[src/rtl/draw_pkg.sv]
// Shared definitions for the frame draw scheduler.
// Holds the FSM state codes, the grant codes and the screen field widths.
package draw_pkg;
   localparam int X_W = 8;
   localparam int Y_W = 7;
   localparam int C_W = 3;

   typedef enum logic [2:0] {
      S_WAIT_GO = 3'd0,
      S_IDLE    = 3'd1,
      S_BG      = 3'd2,
      S_WALL    = 3'd3,
      S_BIRD    = 3'd4,
      S_UPDATE  = 3'd5,
      S_OVER    = 3'd6
   } state_t;

   localparam logic [2:0] GRANT_NONE = 3'b000;
   localparam logic [2:0] GRANT_BG   = 3'b001;
   localparam logic [2:0] GRANT_WALL = 3'b010;
   localparam logic [2:0] GRANT_BIRD = 3'b100;

   typedef struct packed {
      logic [X_W-1:0] x;
      logic [Y_W-1:0] y;
      logic [C_W-1:0] colour;
      logic           plot;
   } plot_req_t;

   function automatic logic [2:0] grant_of(input state_t s);
      case (s)
         S_BG:    return GRANT_BG;
         S_WALL:  return GRANT_WALL;
         S_BIRD:  return GRANT_BIRD;
         default: return GRANT_NONE;
      endcase
   endfunction
endpackage

[src/rtl/plot_mux.sv]
// Plot port multiplexer: forwards the granted requester's pixel write.
// With no grant bit set the port reads as all zeros.
module plot_mux
   import draw_pkg::*;
(
   input  logic [2:0]      i_grant,
   input  plot_req_t [2:0] i_req,
   output plot_req_t       o_port
);
   plot_req_t [2:0] w_masked;

   // Grant is one-hot, so an AND-OR tree suffices
   for (genvar gi = 0; gi < 3; gi++) begin : g_mask
      assign w_masked[gi] = i_grant[gi] ? i_req[gi] : '0;
   end

   assign o_port = w_masked[0] | w_masked[1] | w_masked[2];
endmodule

[src/rtl/draw_scheduler.sv]
// Frame scheduler: sequences background, wall and bird drawing passes on a
// shared plot port, then issues the position update or enters game over.
module draw_scheduler
   import draw_pkg::*;
#(
   parameter int TIMEOUT_CYCLES = 32767
) (
   input  logic           clk,
   input  logic           reset,
   input  logic           go,
   input  logic           frame_tick,
   input  logic           collision,
   input  logic           bg_done,
   input  logic           wall_done,
   input  logic           bird_done,
   input  logic           bg_plot,
   input  logic           wall_plot,
   input  logic           bird_plot,
   input  logic [X_W-1:0] bg_x,
   input  logic [X_W-1:0] wall_x,
   input  logic [X_W-1:0] bird_x,
   input  logic [Y_W-1:0] bg_y,
   input  logic [Y_W-1:0] wall_y,
   input  logic [Y_W-1:0] bird_y,
   input  logic [C_W-1:0] bg_colour,
   input  logic [C_W-1:0] wall_colour,
   input  logic [C_W-1:0] bird_colour,
   output logic [2:0]     grant,
   output logic [X_W-1:0] vga_x,
   output logic [Y_W-1:0] vga_y,
   output logic [C_W-1:0] vga_colour,
   output logic           vga_plot,
   output logic           update_en,
   output logic           restart,
   output logic           game_over,
   output logic           frame_overrun,
   output logic           timeout_err,
   output logic [2:0]     cur_state
);
   localparam int CNT_W = (TIMEOUT_CYCLES > 2) ? $clog2(TIMEOUT_CYCLES) : 1;
   localparam logic [CNT_W-1:0] CNT_LAST = CNT_W'(TIMEOUT_CYCLES - 1);

   state_t           r_state;
   state_t           w_state_next;
   logic [CNT_W-1:0] r_cnt;
   logic [2:0]       r_grant;
   logic             r_coll, w_coll_next;
   logic             r_go_prev, r_update_en, r_restart, r_game_over;
   logic             r_frame_overrun, r_timeout_err;
   logic             w_in_draw, w_in_frame, w_done, w_timeout, w_advance, w_go_rise;
   plot_req_t [2:0]  w_req;
   plot_req_t        w_port;

   always_comb begin
      w_in_draw  = (r_state == S_BG) || (r_state == S_WALL) || (r_state == S_BIRD);
      w_in_frame = w_in_draw || (r_state == S_UPDATE);
      w_go_rise  = go && !r_go_prev;
      case (r_state)
         S_BG:    w_done = bg_done;
         S_WALL:  w_done = wall_done;
         S_BIRD:  w_done = bird_done;
         default: w_done = 1'b0;
      endcase
      w_timeout = w_in_draw && (r_cnt == CNT_LAST);
      w_advance = w_in_draw && (w_done || w_timeout);

      w_state_next = r_state;
      case (r_state)
         S_WAIT_GO: if (go)         w_state_next = S_IDLE;
         S_IDLE:    if (frame_tick) w_state_next = S_BG;
         S_BG:      if (w_advance)  w_state_next = S_WALL;
         S_WALL:    if (w_advance)  w_state_next = S_BIRD;
         S_BIRD:    if (w_advance)  w_state_next = S_UPDATE;
         S_UPDATE:  w_state_next = r_coll ? S_OVER : S_IDLE;
         S_OVER:    if (w_go_rise)  w_state_next = S_IDLE;
         default:   w_state_next = S_WAIT_GO;
      endcase

      w_coll_next = r_coll;
      if ((r_state == S_OVER) && (w_state_next != S_OVER)) begin
         w_coll_next = 1'b0;
      end else if (w_in_frame && collision) begin
         w_coll_next = 1'b1;
      end
   end

   // Outputs are registered from the next state so they line up with r_state
   always_ff @(posedge clk or posedge reset) begin
      if (reset) begin
         r_state         <= S_WAIT_GO;
         r_grant         <= GRANT_NONE;
         r_cnt           <= '0;
         r_coll          <= 1'b0;
         r_go_prev       <= 1'b0;
         r_update_en     <= 1'b0;
         r_restart       <= 1'b0;
         r_game_over     <= 1'b0;
         r_frame_overrun <= 1'b0;
         r_timeout_err   <= 1'b0;
      end else begin
         r_state     <= w_state_next;
         r_grant     <= grant_of(w_state_next);
         r_cnt       <= (w_in_draw && !w_advance) ? r_cnt + 1'b1 : '0;
         r_coll      <= w_coll_next;
         r_go_prev   <= go;
         r_update_en <= (w_state_next == S_UPDATE) && !w_coll_next;
         r_restart   <= ((r_state == S_WAIT_GO) && go) || ((r_state == S_OVER) && w_go_rise);
         r_game_over <= (w_state_next == S_OVER);
         if (w_in_frame && frame_tick) r_frame_overrun <= 1'b1;
         if (w_timeout && !w_done)     r_timeout_err   <= 1'b1;
      end
   end

   assign w_req[0] = '{x: bg_x,   y: bg_y,   colour: bg_colour,   plot: bg_plot};
   assign w_req[1] = '{x: wall_x, y: wall_y, colour: wall_colour, plot: wall_plot};
   assign w_req[2] = '{x: bird_x, y: bird_y, colour: bird_colour, plot: bird_plot};

   plot_mux u_plot_mux (
      .i_grant (r_grant),
      .i_req   (w_req),
      .o_port  (w_port)
   );

   assign grant         = r_grant;
   assign vga_x         = w_port.x;
   assign vga_y         = w_port.y;
   assign vga_colour    = w_port.colour;
   assign vga_plot      = w_port.plot;
   assign update_en     = r_update_en;
   assign restart       = r_restart;
   assign game_over     = r_game_over;
   assign frame_overrun = r_frame_overrun;
   assign timeout_err   = r_timeout_err;
   assign cur_state     = r_state;
endmodule

[config.mk]
export PLATFORM = sky130hd
export DESIGN_NAME = draw_scheduler
export DESIGN_NICKNAME = d
export VERILOG_FILES = /design/src/rtl/draw_pkg.sv /design/src/rtl/plot_mux.sv /design/src/rtl/draw_scheduler.sv
export SDC_FILE = /design/constraint.sdc
export NUM_CORES = 1
export LEC_CHECK = 0
export CORE_AREA = 5 5 77 93
export CTS_CLUSTER_SIZE = 25
export DETAILED_ROUTE_END_ITERATION = 16
export DIE_AREA = 0 0 82 98
export GPL_TIMING_DRIVEN = 0
export PLACE_DENSITY = 0.64
export SYNTH_ARGS = -nofsm -noshare
export SYNTH_HDL_FRONTEND = slang
export SYNTH_SLANG_ARGS = --single-unit
[constraint.sdc]
create_clock -name clk -period 2.07 [get_ports clk]
set_clock_uncertainty 0.05 [all_clocks]
set_input_delay 0.414 -clock clk [delete_from_list [all_inputs] [get_ports clk]]
set_output_delay 0.414 -clock clk [all_outputs]
set_load 0.01 [all_outputs]
==> flow_metrics.tcl <==
set metrics [dict create \
    status "complete, no violations" \
    avgSynthCellArea_um2 9.21 \
    min_period_over_period_pct 98.1 \
    cts-buffers-inserted 3 \
    worst-slew-pin-transition_ns 1.05 \
    startpoint_type "flip-flop" \
    clkTransAtPathRegs_ns 0.10 \
    clk_latency_ns 0.27 \
    power.density_nw_per_um2 937 \
    cts_root_buffer "clkbuf_8" \
    cts_max_level 1 \
    cap_viol_max_count 0 \
    gp_congestion 0.835 \
    worstPathArrival_ns 1.57 \
    die_w_um 82 \
    hold_path_end "frame_overrun$_DFFE_PP0P_" \
    min_period_ns 2.03 \
    finalHoldViolations 0 \
    die_y_um 98 \
    final_cell_mix "74 x clkdlybuf4s50_1, 25 x inv_1, 21 x dfrtp_1" \
    layout-drive-gt1-share_pct 13.2 \
    multiInputGateArea_um2 851 \
    rows 32 \
    final_core_util_pct 46.0 \
    crit_path_end_kind "output port" \
    ys.warnings.count 0 \
    max-slew-margin-rel_pct 29.7 \
    regToRegSetupSlack_ns 0.09 \
    numPlacedInstances 362 \
    finalPower_w 0.00269 \
    wl_per_cell_um 16.0 \
    pin_count 95 \
    clockBufferDepth 2 \
    cts_hold_buf 0 \
    pre_cts_slack_ns -0.303 \
    drtIter0Drc 89 \
    min_path_type "flip-flop to flip-flop" \
    cts_tree "done" \
    timing_worst_setup_path_type "flip-flop to output port" \
    drtAntennaViolNets 0 \
    hold_start "frame_overrun$_DFFE_PP0P_" \
    instances_no_fill 372 \
    crit-reg2reg-capture "grant[2]$_DFF_PP0_" \
    synth_cell_types 45 \
    crit_fanout 10 \
    synth_edf_count 0 \
    leakage_nw 1.28 \
    final_common_cell "clkdlybuf4s50_1" \
    grt_antenna_before_repair 0 \
    die_area_um2 8040 \
    first_pass_iters 5 \
    timing.fmax_mhz 493 \
    syn-cell-area_um2 1690 \
    reg2reg_from "r_cnt[8]$_DFF_PP0_" \
    yosys_register_bits 28 \
    numClockSinks 28 \
    vias_per_cell 4.96 \
    antenna_cells 0 \
    synthFlopType "dfrtp_1" \
    layout.area.seq_um2 709 \
    syn-num-nets 250 \
    ir_drop_mv 0.347 \
    vias 1845 \
    worst_r2r_path_depth 5 \
    async_reset_ff_share_pct 100 \
    grt_use_total_pct 13.8 \
    fillers 628 \
    slew_viol_final 0 \
    routed_wl_um 5960 \
    cp.required_ns 1.61 \
    portBuffers 94 \
    overflow 0 \
    synth.yosys.seq_area_share_pct 41.6 \
    setup_ws_ns 0.0396 \
    drc 0 \
    grt_pass1_wl_um 8720 \
    syn_inst 183 \
    hpwl_um 4710 \
    rsz0062_at_grt "no" \
    whs_path_depth 1 \
    core_um2 6250 \
    initial_core_util_pct 27.0 \
    syn2layout_area_growth_pct 70.5 \
    setup_viol 0 \
    grt_max_degree 29 \
    grt_pass1_vias 1892 \
    cp-startpoint "grant[0]$_DFF_PP0_" \
    nNetsFinal 355 \
]
## routing by layer
| layer | GRT usage, % | vias up | routed length, um |
|---|---|---|---|
| met5 | 0 | - | 0 |
| met4 | 2.56 | 0 | 31 |
| met3 | 3.87 | 4 | 717 |
| met2 | 27.2 | 86 | 3000 |
| met1 | 13.8 | 873 | 2200 |
| li1 | - | 882 | - |
## worst max-delay path by stage
stage / slack [ns] / cells past startpoint / endpoint
after CTS: 0.02 / 4 / vga_x[0]
after global routing: 0.0009 / 4 / vga_y[6]
after floorplan: 0.22 / 5 / grant[2]$_DFF_PP0_
final: 0.04 / 4 / vga_x[5]
after global placement: -0.31 / 5 / vga_x[5]
after detailed placement: -0.30 / 5 / vga_x[0]
## logic make-up after synthesis
logic type	Yosys count	share of synthesized area (%)
muxes	2	1.48
AOI/OAI and AO/OA	39	19.2
xor gates and xnor gates	13	6.76
adders and majority gates	2	1.48
DFF	28	41.6
buffers and inverters	37	8.54
and+or+nand+nor	62	21.0
## flip-flops by register name, indices dropped and copies added (netlist names)
register	count
frame_overrun	1
r_go_prev	1
grant	3
restart	1
timeout_err	1
game_over	1
r_coll	1
r_cnt	15
update_en	1
cur_state	3
## report_power, final
group	internal [W]	switching, W
sequential	0.000639	0.0000938
clock	0.000259	0.000166
combinational	0.000778	0.000756
## critical path: stages, from the launching register on
cell,delay (ns)
dfrtp_2,0.43
clkbuf_8,0.17
a222oi_1,0.39
inv_1,0.07
clkdlybuf4s15_1,0.24
## layout make-up
class	count	area share (%)
Timing Repair Buffer	103	34.4
Inverter	25	3.27
Multi-Input combinational cell	118	29.6
Tap cell	85	3.70
Clock inverter	1	1.05
Clock buffer	3	1.44
Buffer	9	1.87
Sequential cell	28	24.7
## cells in the mapped netlist, drive strengths merged (3+ instances only)
| cell | n | area (um2) |
|---|---|---|
| nand2b | 4 | 25.0 |
| nand2 | 7 | 26.3 |
| nand4 | 7 | 56.3 |
| nor2 | 19 | 71.3 |
| clkbuf | 8 | 30.0 |
| xnor2 | 6 | 52.6 |
| nor2b | 3 | 18.8 |
| nand3 | 4 | 20.0 |
| inv | 25 | 93.8 |
| dfrtp | 28 | 701 |
| a222oi | 19 | 190 |
| buf | 4 | 20.0 |
| nor4 | 3 | 18.8 |
| xor2 | 7 | 61.3 |
| o21ai | 5 | 25.0 |
| a21oi | 4 | 20.0 |
## per-stage QoR
step                instance area, um2  TNS (ns)  hold slack [ns]
global route                      2870         0            0.458
global placement                  2730     -4.21            0.412
finish                            2870         0            0.431
CTS                               2830         0            0.440
floorplan                         1690         0            0.394
detailed placement                2730     -4.36            0.415
## repair_timing
item / CTS / global route
endpoints found under the hold margin: 0 / 0
setup buffers: 6 / 3
resized for setup: 33 / 19
pin swaps: 2 / 9
setup endpoints to repair: 21 / 13
Power figures use the tool's default switching activity.
